--- src/rtl/sprite_fetch_pkg.sv ---
// Shared types and defaults for the sprite fetch master.
// SPRITE_FETCH_TRANSPARENCY_EN adds a transparency flag to each FIFO entry.
package sprite_fetch_pkg;

   localparam int ADDR_W_DEF      = 16;
   localparam int DATA_W_DEF      = 8;
   localparam int DIM_W_DEF       = 8;
   localparam int EXT_W           = ADDR_W_DEF + DIM_W_DEF;
   localparam int DEPTH_WORDS_DEF = 60000;
   localparam logic [DATA_W_DEF-1:0] TRANSP_KEY_DEF = 8'hE3;

   typedef enum logic [1:0] {
      ST_IDLE  = 2'd0,
      ST_FETCH = 2'd1,
      ST_DRAIN = 2'd2
   } state_e;

   typedef struct packed {
      logic [DATA_W_DEF-1:0] data;
      logic                  eol;
      logic                  eof;
`ifdef SPRITE_FETCH_TRANSPARENCY_EN
      logic                  transparent;
`endif
   } pix_entry_t;

   // Widened so that no legal field combination can wrap before the range check.
   function automatic logic [EXT_W-1:0] sprite_end(
      input logic [ADDR_W_DEF-1:0] base,
      input logic [DIM_W_DEF-1:0]  width,
      input logic [DIM_W_DEF-1:0]  height,
      input logic [ADDR_W_DEF-1:0] stride
   );
      return EXT_W'(base)
           + EXT_W'(height - DIM_W_DEF'(1)) * EXT_W'(stride)
           + EXT_W'(width - DIM_W_DEF'(1));
   endfunction

endpackage

--- src/rtl/sprite_fetch_master_if.sv ---
// Command, sprite-memory and pixel-stream signals of the sprite fetch master.
// SPRITE_FETCH_TRANSPARENCY_EN adds pix_transparent.
interface sprite_fetch_master_if
   import sprite_fetch_pkg::*;
#(
   parameter int ADDR_W = ADDR_W_DEF,
   parameter int DATA_W = DATA_W_DEF,
   parameter int DIM_W  = DIM_W_DEF
);
   logic              cmd_valid;
   logic              cmd_ready;
   logic [ADDR_W-1:0] cmd_base;
   logic [DIM_W-1:0]  cmd_width;
   logic [DIM_W-1:0]  cmd_height;
   logic [ADDR_W-1:0] cmd_stride;

   logic [ADDR_W-1:0] mem_address;
   logic              mem_chipselect;
   logic              mem_write;
   logic              mem_clken;
   logic [DATA_W-1:0] mem_readdata;

   logic              pix_valid;
   logic              pix_ready;
   logic [DATA_W-1:0] pix_data;
   logic              pix_eol;
   logic              pix_eof;
`ifdef SPRITE_FETCH_TRANSPARENCY_EN
   logic              pix_transparent;
`endif

   logic              busy;
   logic              done;
   logic              err;

   modport master (
      input  cmd_valid, cmd_base, cmd_width, cmd_height, cmd_stride,
      output cmd_ready,
      output mem_address, mem_chipselect, mem_write, mem_clken,
      input  mem_readdata,
      output pix_valid, pix_data, pix_eol, pix_eof,
`ifdef SPRITE_FETCH_TRANSPARENCY_EN
      output pix_transparent,
`endif
      input  pix_ready,
      output busy, done, err
   );

   modport slave (
      output cmd_valid, cmd_base, cmd_width, cmd_height, cmd_stride,
      input  cmd_ready,
      input  mem_address, mem_chipselect, mem_write, mem_clken,
      output mem_readdata,
      input  pix_valid, pix_data, pix_eol, pix_eof,
`ifdef SPRITE_FETCH_TRANSPARENCY_EN
      input  pix_transparent,
`endif
      output pix_ready,
      input  busy, done, err
   );

endinterface

--- src/rtl/sprite_fetch_fifo.sv ---
// Generic synchronous FIFO with occupancy count; zero-latency head, one-cycle write-to-valid.
// No overflow/underflow guard: the caller's credit scheme keeps it in range.
module sprite_fetch_fifo #(
   parameter type T     = logic [7:0],
   parameter int  DEPTH = 4
) (
   input  logic                   clk,
   input  logic                   reset_n,
   input  logic                   wr_en,
   input  T                       wr_data,
   input  logic                   rd_en,
   output T                       rd_data,
   output logic [$clog2(DEPTH):0] count,
   output logic                   empty
);
   localparam int PTR_W = $clog2(DEPTH);
   localparam int CNT_W = PTR_W + 1;

   T                 mem [DEPTH];
   logic [PTR_W-1:0] wr_ptr;
   logic [PTR_W-1:0] rd_ptr;

   always_ff @(posedge clk or negedge reset_n) begin
      if (!reset_n) begin
         for (int i = 0; i < DEPTH; i++) mem[i] <= '0;
         wr_ptr <= '0;
         rd_ptr <= '0;
         count  <= '0;
      end else begin
         if (wr_en) begin
            mem[wr_ptr] <= wr_data;
            wr_ptr      <= wr_ptr + PTR_W'(1);
         end
         if (rd_en) rd_ptr <= rd_ptr + PTR_W'(1);
         case ({wr_en, rd_en})
            2'b10:   count <= count + CNT_W'(1);
            2'b01:   count <= count - CNT_W'(1);
            default: ;
         endcase
      end
   end

   assign rd_data = mem[rd_ptr];
   assign empty   = (count == '0);

endmodule

--- src/rtl/sprite_fetch_master.sv ---
// Avalon-MM sprite read master: row-major pixel stream, first pixel 3 cycles after command.
// Reads are credit-limited by the output FIFO; SPRITE_FETCH_TRANSPARENCY_EN adds pix_transparent.
module sprite_fetch_master
   import sprite_fetch_pkg::*;
#(
   parameter int ADDR_W      = ADDR_W_DEF,
   parameter int DATA_W      = DATA_W_DEF,
   parameter int DIM_W       = DIM_W_DEF,
   parameter int DEPTH_WORDS = DEPTH_WORDS_DEF,
   parameter int FIFO_DEPTH  = 4
`ifdef SPRITE_FETCH_TRANSPARENCY_EN
   ,
   parameter logic [DATA_W-1:0] TRANSP_KEY = TRANSP_KEY_DEF
`endif
) (
   input logic                  clk,
   input logic                  reset_n,
   sprite_fetch_master_if.master bus
);
   localparam logic [1:0] IDLE  = ST_IDLE;
   localparam logic [1:0] FETCH = ST_FETCH;
   localparam logic [1:0] DRAIN = ST_DRAIN;
   localparam int CNT_W = $clog2(FIFO_DEPTH) + 1;

   logic [1:0]              state;
   logic [DIM_W-1:0]        col, row, width_r, height_r;
   logic [ADDR_W-1:0]       row_addr, stride_r;
   logic                    inflight, tag_eol, tag_eof;
   logic                    done_q, err_q;

   logic                    accept, zero_size, out_of_range;
   logic                    credit_ok, issue, last_col, last_row, drain_done, pop;
   logic [ADDR_W+DIM_W-1:0] end_addr;

   pix_entry_t              wr_entry, head;
   logic [CNT_W-1:0]        fifo_count;
   logic                    fifo_empty;

   assign accept       = bus.cmd_valid && (state == IDLE);
   assign zero_size    = (bus.cmd_width == '0) || (bus.cmd_height == '0);
   assign end_addr     = sprite_end(bus.cmd_base, bus.cmd_width, bus.cmd_height, bus.cmd_stride);
   assign out_of_range = end_addr >= (ADDR_W+DIM_W)'(DEPTH_WORDS);

   // A read in flight already owns a FIFO slot even though it is not yet counted.
   assign credit_ok  = ({1'b0, fifo_count} + (CNT_W+1)'(inflight)) < (CNT_W+1)'(FIFO_DEPTH);
   assign issue      = (state == FETCH) && credit_ok;
   assign last_col   = (col == width_r - DIM_W'(1));
   assign last_row   = (row == height_r - DIM_W'(1));
   assign drain_done = (state == DRAIN) && !inflight && fifo_empty;
   assign pop        = !fifo_empty && bus.pix_ready;

   always_ff @(posedge clk or negedge reset_n) begin
      if (!reset_n) begin
         state    <= IDLE;
         col      <= '0;
         row      <= '0;
         width_r  <= '0;
         height_r <= '0;
         row_addr <= '0;
         stride_r <= '0;
         inflight <= 1'b0;
         tag_eol  <= 1'b0;
         tag_eof  <= 1'b0;
         done_q   <= 1'b0;
         err_q    <= 1'b0;
      end else begin
         done_q   <= 1'b0;
         err_q    <= 1'b0;
         inflight <= issue;
         if (issue) begin
            tag_eol <= last_col;
            tag_eof <= last_col && last_row;
         end
         case (state)
            IDLE: begin
               if (accept) begin
                  if (zero_size) begin
                     done_q <= 1'b1;
                  end else if (out_of_range) begin
                     err_q <= 1'b1;
                  end else begin
                     width_r  <= bus.cmd_width;
                     height_r <= bus.cmd_height;
                     stride_r <= bus.cmd_stride;
                     row_addr <= bus.cmd_base;
                     col      <= '0;
                     row      <= '0;
                     state    <= FETCH;
                  end
               end
            end
            FETCH: begin
               if (issue) begin
                  if (last_col) begin
                     col      <= '0;
                     row      <= row + DIM_W'(1);
                     row_addr <= row_addr + stride_r;
                     if (last_row) state <= DRAIN;
                  end else begin
                     col <= col + DIM_W'(1);
                  end
               end
            end
            DRAIN: begin
               if (drain_done) state <= IDLE;
            end
            default: state <= IDLE;
         endcase
      end
   end

   always_comb begin
      wr_entry      = '0;
      wr_entry.data = bus.mem_readdata;
      wr_entry.eol  = tag_eol;
      wr_entry.eof  = tag_eof;
`ifdef SPRITE_FETCH_TRANSPARENCY_EN
      wr_entry.transparent = (bus.mem_readdata == TRANSP_KEY);
`endif
   end

   sprite_fetch_fifo #(
      .T     (pix_entry_t),
      .DEPTH (FIFO_DEPTH)
   ) u_fifo (
      .clk     (clk),
      .reset_n (reset_n),
      .wr_en   (inflight),
      .wr_data (wr_entry),
      .rd_en   (pop),
      .rd_data (head),
      .count   (fifo_count),
      .empty   (fifo_empty)
   );

   assign bus.cmd_ready      = (state == IDLE);
   assign bus.mem_chipselect = issue;
   assign bus.mem_address    = issue ? (row_addr + ADDR_W'(col)) : '0;
   assign bus.mem_write      = 1'b0;
   assign bus.mem_clken      = 1'b1;
   assign bus.pix_valid      = !fifo_empty;
   assign bus.pix_data       = DATA_W'(head.data);
   assign bus.pix_eol        = head.eol;
   assign bus.pix_eof        = head.eof;
`ifdef SPRITE_FETCH_TRANSPARENCY_EN
   assign bus.pix_transparent = head.transparent;
`endif
   assign bus.busy           = (state != IDLE);
   assign bus.done           = done_q || drain_done;
   assign bus.err            = err_q;

endmodule

--- src/flat_wrapper.sv ---
// flat-port wrapper written by rule: the top's interface ports become plain ports
module sprite_fetch_master_flat import sprite_fetch_pkg::*;
#(
   parameter int ADDR_W      = ADDR_W_DEF,
   parameter int DATA_W      = DATA_W_DEF,
   parameter int DIM_W       = DIM_W_DEF,
   parameter int DEPTH_WORDS = DEPTH_WORDS_DEF,
   parameter int FIFO_DEPTH  = 4

)
  (clk, reset_n, bus_cmd_valid, bus_cmd_base, bus_cmd_width, bus_cmd_height, bus_cmd_stride, bus_cmd_ready, bus_mem_address, bus_mem_chipselect, bus_mem_write, bus_mem_clken, bus_mem_readdata, bus_pix_valid, bus_pix_data, bus_pix_eol, bus_pix_eof, bus_pix_ready, bus_busy, bus_done, bus_err);
  sprite_fetch_master_if #(.ADDR_W(ADDR_W), .DATA_W(DATA_W), .DIM_W(DIM_W)) bus_i ();
  input logic clk;
  input logic reset_n;
  input wire logic [$bits(bus_i.cmd_valid)-1:0] bus_cmd_valid;
  input wire logic [$bits(bus_i.cmd_base)-1:0] bus_cmd_base;
  input wire logic [$bits(bus_i.cmd_width)-1:0] bus_cmd_width;
  input wire logic [$bits(bus_i.cmd_height)-1:0] bus_cmd_height;
  input wire logic [$bits(bus_i.cmd_stride)-1:0] bus_cmd_stride;
  output wire logic [$bits(bus_i.cmd_ready)-1:0] bus_cmd_ready;
  output wire logic [$bits(bus_i.mem_address)-1:0] bus_mem_address;
  output wire logic [$bits(bus_i.mem_chipselect)-1:0] bus_mem_chipselect;
  output wire logic [$bits(bus_i.mem_write)-1:0] bus_mem_write;
  output wire logic [$bits(bus_i.mem_clken)-1:0] bus_mem_clken;
  input wire logic [$bits(bus_i.mem_readdata)-1:0] bus_mem_readdata;
  output wire logic [$bits(bus_i.pix_valid)-1:0] bus_pix_valid;
  output wire logic [$bits(bus_i.pix_data)-1:0] bus_pix_data;
  output wire logic [$bits(bus_i.pix_eol)-1:0] bus_pix_eol;
  output wire logic [$bits(bus_i.pix_eof)-1:0] bus_pix_eof;
  input wire logic [$bits(bus_i.pix_ready)-1:0] bus_pix_ready;
  output wire logic [$bits(bus_i.busy)-1:0] bus_busy;
  output wire logic [$bits(bus_i.done)-1:0] bus_done;
  output wire logic [$bits(bus_i.err)-1:0] bus_err;
  assign bus_i.cmd_valid = bus_cmd_valid;
  assign bus_i.cmd_base = bus_cmd_base;
  assign bus_i.cmd_width = bus_cmd_width;
  assign bus_i.cmd_height = bus_cmd_height;
  assign bus_i.cmd_stride = bus_cmd_stride;
  assign bus_cmd_ready = bus_i.cmd_ready;
  assign bus_mem_address = bus_i.mem_address;
  assign bus_mem_chipselect = bus_i.mem_chipselect;
  assign bus_mem_write = bus_i.mem_write;
  assign bus_mem_clken = bus_i.mem_clken;
  assign bus_i.mem_readdata = bus_mem_readdata;
  assign bus_pix_valid = bus_i.pix_valid;
  assign bus_pix_data = bus_i.pix_data;
  assign bus_pix_eol = bus_i.pix_eol;
  assign bus_pix_eof = bus_i.pix_eof;
  assign bus_i.pix_ready = bus_pix_ready;
  assign bus_busy = bus_i.busy;
  assign bus_done = bus_i.done;
  assign bus_err = bus_i.err;
  sprite_fetch_master #(.ADDR_W(ADDR_W), .DATA_W(DATA_W), .DIM_W(DIM_W), .DEPTH_WORDS(DEPTH_WORDS), .FIFO_DEPTH(FIFO_DEPTH)) u_core (.clk(clk), .reset_n(reset_n), .bus(bus_i));
endmodule
--- config.mk ---
export PLATFORM = sky130hd
export DESIGN_NAME = sprite_fetch_master_flat
export DESIGN_NICKNAME = d
export VERILOG_FILES = /design/src/rtl/sprite_fetch_pkg.sv /design/src/rtl/sprite_fetch_master_if.sv /design/src/rtl/sprite_fetch_fifo.sv /design/src/rtl/sprite_fetch_master.sv /design/src/flat_wrapper.sv
export SDC_FILE = /design/constraint.sdc
export NUM_CORES = 1
export LEC_CHECK = 0
export CAP_MARGIN = 20
export CORE_AREA = 3 3 167 169
export DETAILED_ROUTE_END_ITERATION = 16
export DIE_AREA = 0 0 170 172
export GPL_TIMING_DRIVEN = 0
export PLACE_DENSITY_LB_ADDON = 0.05
export SETUP_SLACK_MARGIN = 0.1
export SLEW_MARGIN = 20
export SYNTH_ARGS = -nofsm -noshare
export SYNTH_HDL_FRONTEND = slang
export SYNTH_SLANG_ARGS = --single-unit
--- constraint.sdc ---
create_clock -name clk -period 3.6 [get_ports clk]
set_input_delay 0.72 -clock clk [delete_from_list [all_inputs] [get_ports clk]]
set_output_delay 0.72 -clock clk [all_outputs]
set_load 0.005 [all_outputs]
Word-level counts from Yosys, hierarchy flattened
Index checks and enable logic that the tools add are counted.
{"block": "totals", "reg_bits": 118, "input_bits": 60, "out_inout_bits": 34, "word_cells": 125}
{"block": "classes", "n_addsub": 15, "n_mul": 1, "n_lt_le_gt_ge": 5, "n_eq_ne": 13, "muxes": 38, "bitwise": 4, "reduce_logical": 22}
{"cell": "16-bit 2-to-1 mux", "n": 6}
{"cell": "8-bit 2-to-1 mux", "n": 7}
{"cell": "40-bit bitwise mux", "n": 1}
{"cell": "16-bit case mux with 2 select lines", "n": 1}
{"cell": "8-bit case mux with 2 select lines", "n": 2}
{"cell": "10-bit 2-to-1 mux", "n": 3}
{"cell": "16-bit by 24-bit adder with 24-bit output", "n": 1}
{"cell": "24-bit adder", "n": 1}
{"cell": "24-bit by 16-bit greater-or-equal comparator with 1-bit output, second input constant", "n": 1}
{"cell": "24-bit by 16-bit multiplier with 24-bit output", "n": 1}
{"cell": "10-bit binary-select mux with 2-bit select", "n": 1}
{"cell": "10-bit demux with 2-bit select", "n": 1}
{"cell": "8-bit by 1-bit subtractor with 9-bit output, second input constant", "n": 2}
{"cell": "16-bit adder", "n": 1}
{"cell": "16-bit by 8-bit adder with 16-bit output", "n": 1}
{"cell": "8-bit by 1-bit adder with 8-bit output, second input constant", "n": 2}
{"cell": "8-bit == test", "n": 2}
{"cell": "8-bit zero test", "n": 2}
{"cell": "8-bit by 1-bit subtractor with 8-bit output, second input constant", "n": 2}
{"cell": "2-bit 2-to-1 mux", "n": 7}
{"cell": "2-bit by 1-bit != test with 1-bit output, second input constant", "n": 5}
{"cell": "1-bit logical AND", "n": 7}
{"cell": "1-bit 2-to-1 mux", "n": 7}
{"cell": "7-bit AND reduction", "n": 1}
{"cell": "other kinds (22)", "n": 33}

Depth between registers and ports, before layout
{"block": "logic_depth", "ltp_word": 9, "ltp_mapped": 31, "ltp_nobuf": 28}

By module
Synthesis repeated with hierarchy kept, for this count alone.
{"block": "unflattened", "cells_unflattened": 1418, "area_unflattened_um2": 13181.4}
{"module": "sprite_fetch_master", "instances": 1, "cells_each": 1290, "area_each_um2": 11084.4, "seq_area_each_um2": 1776.7}
{"module": "sprite_fetch_fifo", "instances": 1, "cells_each": 128, "area_each_um2": 2097.0, "seq_area_each_um2": 1176.1}

Worst setup path after synthesis
Ideal clock, no wire load.
{"block": "synth_timing", "path_kind": "input to register", "start": "input port bus_cmd_height[0]", "end": "register u_core.row_addr[10]", "setup_time_ns": 0.127, "arrival_ns": 7.992, "t_required_ns": 3.473, "slack_ns": -4.519, "stages": 26, "n_path_buf": 2, "cell_sequence": "inv_1 -> ha_1 -> nand3b_1 -> nor3_2 -> clkbuf_1 -> nand2_1 -> fa_1 -> fa_1 -> inv_1 -> fa_1 -> fa_1 -> fa_1 -> inv_1 -> fa_1 -> inv_1 -> ha_1 -> or2_2 -> a21oi_1 -> nand2_1 -> a21oi_1 -> o31ai_1 -> a2111oi_4 -> a21oi_4 -> nor2_4 -> buf_4 -> mux2_1"}
{"block": "synth_between", "elab_chain_cells": 7, "elab_cells_between_ends": 10, "classes_between": "3 x add/sub; 1 x mul; 1 x order compare; 2 x eq/ne; 3 x reduce/logical"}
{"item": "start, declared", "line_no": "flat_wrapper.sv:18", "text": "input wire logic [$bits(bus_i.cmd_height)-1:0] bus_cmd_height;"}
{"item": "8-bit by 1-bit subtractor with 9-bit output", "line_no": "sprite_fetch_pkg.sv:35", "text": "+ EXT_W'(height - DIM_W_DEF'(1)) * EXT_W'(stride)"}
{"item": "24-bit by 16-bit multiplier with 24-bit output", "line_no": "sprite_fetch_pkg.sv:35"}
{"item": "16-bit by 24-bit adder with 24-bit output", "line_no": "sprite_fetch_pkg.sv:35"}
{"item": "24-bit adder", "line_no": "sprite_fetch_pkg.sv:36", "text": "+ EXT_W'(width - DIM_W_DEF'(1));"}
{"item": "24-bit by 16-bit greater-or-equal comparator with 1-bit output", "line_no": "sprite_fetch_master.sv:42", "text": "assign out_of_range = end_addr >= (ADDR_W+DIM_W)'(DEPTH_WORDS);"}
{"item": "2-bit != test (no line)"}
{"item": "6-bit AND reduction (no line) (*)"}
{"item": "end signal, assigned", "line_no": "sprite_fetch_master.sv:85", "text": "row_addr <= bus.cmd_base;"}
{"item": "end signal, assigned", "line_no": "sprite_fetch_master.sv:97", "text": "row_addr <= row_addr + stride_r;"}
{"item": "end, declared", "line_no": "sprite_fetch_master.sv:27", "text": "logic [ADDR_W-1:0] row_addr, stride_r;"}
Every way passes the cells marked *; elsewhere a longest branch is shown, timed or not.
A chain may end at the register's enable or synchronous reset.

Worst setup path after layout
{"block": "layout_timing", "start": "input port bus_cmd_height[6]", "end": "register u_core.stride_r[4]"}
{"block": "layout_between", "elab_chain_cells": 7, "elab_cells_between_ends": 10, "classes_between": "3 x add/sub; 1 x mul; 1 x order compare; 2 x bitwise; 3 x reduce/logical"}
{"item": "8-bit by 1-bit subtractor with 9-bit output", "line_no": "sprite_fetch_pkg.sv:35"}
{"item": "24-bit by 16-bit multiplier with 24-bit output", "line_no": "sprite_fetch_pkg.sv:35"}
{"item": "16-bit by 24-bit adder with 24-bit output", "line_no": "sprite_fetch_pkg.sv:35"}
{"item": "24-bit adder", "line_no": "sprite_fetch_pkg.sv:36"}
{"item": "24-bit by 16-bit greater-or-equal comparator with 1-bit output", "line_no": "sprite_fetch_master.sv:42"}
{"item": "1-bit inverter (no line)"}
{"item": "4-bit AND reduction (no line) (*)"}
{"item": "end signal, assigned", "line_no": "sprite_fetch_master.sv:84", "text": "stride_r <= bus.cmd_stride;"}
{"item": "end, declared", "line_no": "sprite_fetch_master.sv:27"}
Marked as above.

==> reports/metrics.csv <==
metric,value,unit
status,"complete, but fails checks",
violations,negative setup slack,
finalClockSkew,0.0108,ns
met1_usage,38.0,%
hold_buffers,0,
root_buffer,clkbuf_16,
cp_max_fo,7,
grt_max_degree,62,
grt_pass1_vias,12200,
grt_pass1_wl,64900,um
hold_class,in -> async,
cts_sinks,118,
syn_nets,1914,
cts_tree,yes,
drive_gt1_share,25.5,%
fin_nets,2129,
slew_violations,0,
syn_area,14600,sq um
yosysSeqAreaShare,20.3,%
grtUsageMet2,49.8,%
ir_worst_vdd,0.00238,V
yosysTopAreaCellShare,26.5,%
track_usage,28.5,%
finalSetupTns,-256.84,ns
ioPinCount,94,
max_stage_delay,0.65,ns
antenna_found_initial,0,
yosys_warnings,0,
die_x,170,um
slew_headroom,45.0,%
grt_most_used_layer,met2,
cp.arrival,7.89,ns
finalSetupViolCount,66,
htree_levels,4,
drt_first_iter_violations,765,
io_buffers,82,
diodes,0,
worstSkewPairLatency,0.43,ns
synth_cell_types,69,
fill_cells,2018,
dpl_cell_area,16200,sq um
ant_nets,0,
cts_buffers,17,
synth_cells,1567,
cts_max_path_buffers,2,
yosys.area.top_type,fa_1,
die_h,172,um
finalCriticalPeriod,7.59,ns
via_per_inst,5.49,
finalCritPeriodShare,211,%
synth_edf_count,0,
start_kind,primary input,
critPathKind,in -> reg,
grt_use_met3,3.80,%
worst_pin_slew,0.826,ns
routed_wl,40400,um
syn_area_per_cell,9.29,sq um
grt_overflow,0,
async_reset_ff_share,100,%
firstDrtPassIters,5,
cap_violations,0,
dieArea,29200,sq um
max_freq,0.132,GHz
p_total,19.9,mW
timing.hold.ws,0.270,ns
cp_slowest_cell,fa_2,
rows,60,
gp_congestion,0.893,
synthTopCellsByArea,"fa_1 27%, dfrtp_1 20%, ha_1 8.1%",
start_util,54.5,%
cp.required,3.90,ns
post_drt_wl_per_cell,18.9,um
drc,0,
core,26700,sq um
synthToLayoutAreaGrowth,29.1,%
vias,11700,
worstSetupEndpointType,flip-flop,
p_leak,8.93,nW
postLayoutCellArea,18800,sq um
rsz0062_at_grt,true,
pwr_density_cell,1060,nW/um^2
reg2reg_slack,0.01,ns
fin_ws,-3.99,ns
cts.clk_slew.worst_paths,0.06,ns
synth_seq_cells,118,
hold_viol,0,
place_hpwl,30100,um
synthFlopType,dfrtp_1,
[sequential cells by signal, indices dropped and copies added (netlist names)]
register / count
u_core.row: 8
u_core.height_r: 8
u_core.row_addr: 16
u_core.width_r: 8
u_core.col: 8
u_core.state: 2
u_core.stride_r: 16
u_core.inflight: 1
u_core.tag_eof: 1
u_core.tag_eol: 1
u_core.u_fifo.wr_ptr: 2
u_core.u_fifo.mem: 40
u_core.done_q: 1
u_core.u_fifo.rd_ptr: 2
u_core.u_fifo.count: 3
u_core.bus.err: 1
[repair_timing]
item | in CTS | in global routing
cloned | 5 | 0
endpoints found under the setup margin | 79 | 80
buffers inserted | 83 | 28
pin swaps | 102 | 81
gates resized for setup | 244 | 131
[kinds of logic after synthesis]
group | synth area share (%)
and+or+nand+nor | 14.8
buffers and inverters | 9.27
adders and majority gates | 34.6
AOI/OAI and AO/OA | 8.59
DFF | 20.3
xor gates and xnor gates | 5.23
muxes | 7.20
other | 0.0516
[worst paths after layout]
check	endpoint	cells past startpoint	start
worst max-delay path	u_core.stride_r[4]	29	bus_cmd_height[6]
worst min-delay path	u_core.height_r[3]	1	reset_n
worst max register to register	u_core.row[2]	11	u_core.col[3]
worst min register to register	u_core.stride_r[13]	2	u_core.stride_r[13]
max in group asynchronous	u_core.col[1]	2	reset_n
min in group clk	u_core.stride_r[13]	2	u_core.stride_r[13]
[synth_stat cells, drive strengths merged, types with 23 or more instances]
cell type and number:
a21oi 56, and2 62, clkbuf 40, dfrtp 118, fa 193, ha 94
inv 302, mux2 66, nand2 177, nor2 64, nor2b 26, nor3 23
o21ai 60, xnor2 54, xor2 33
[area by class of cell]
type | instances | area, sq um | area share [%]
Clock buffer | 18 | 439 | 2.34
Timing Repair Buffer | 197 | 1930 | 10.3
Tap cell | 341 | 427 | 2.27
Clock inverter | 14 | 163 | 0.866
Sequential cell | 118 | 2960 | 15.7
Multi-Input combinational cell | 1095 | 11300 | 60.2
Inverter | 302 | 1150 | 6.13
Buffer | 51 | 404 | 2.15
[critical path, delay by kind of cell]
family / cells / cell delay (ns)
mux: 1 / 0.28
compound gates: 3 / 0.64
buf+inv: 11 / 1.68
xor+xnor: 1 / 0.17
fa+ha+maj: 7 / 3.59
simple gates: 6 / 0.76
[layer usage]
layer / share of wire (%) / wire (um)
met1: 42 / 16900
met2: 52 / 20900
met3: 4.5 / 1810
met4: 2.1 / 861
met5: 0 / 0
[where the power goes]
part | internal (mW) | switching [mW] | leakage, nW
Clock | 1.06 | 0.704 | 0.295
Sequential | 1.81 | 0.461 | 1.48
Combinational | 7.66 | 8.25 | 7.16
Total | 10.5 | 9.41 | 8.93
[per-stage QoR]
step | util, % | std cells | setup slack (ns)
finish | 70.3 | 2136 | -3.99
global route | 70.3 | 2136 | -4.19
CTS | 68.2 | 2111 | -3.90
detailed placement | 60.4 | 1991 | -6.17
global placement | 60.3 | 1990 | -6.31
floorplan | - | 1567 | -3.75
[cell usage in the layout (no fill, tap or decap), types with 9 or more instances in the layout]
cell,count
buf_12,9
nand2_2,28
nand3_1,13
a21oi_2,17
and2_1,57
clkbuf_16,20
nand2b_1,18
a21oi_1,35
buf_6,34
xnor2_1,49
ha_4,14
nor2_1,57
o21ai_0,31
fa_1,180
buf_8,11
fa_2,13
buf_4,78
mux4_2,10
ha_1,77
nor2b_1,26
nor3_1,17
a21o_1,10
clkdlybuf4s50_1,56
mux2_2,53
clkbuf_1,28
inv_1,278
o21ai_2,13
xor2_1,29
dfrtp_1,115
nand2_1,145
inv_2,19
o21ai_1,12
mux2_4,13
(Power assumes the default switching activity.)
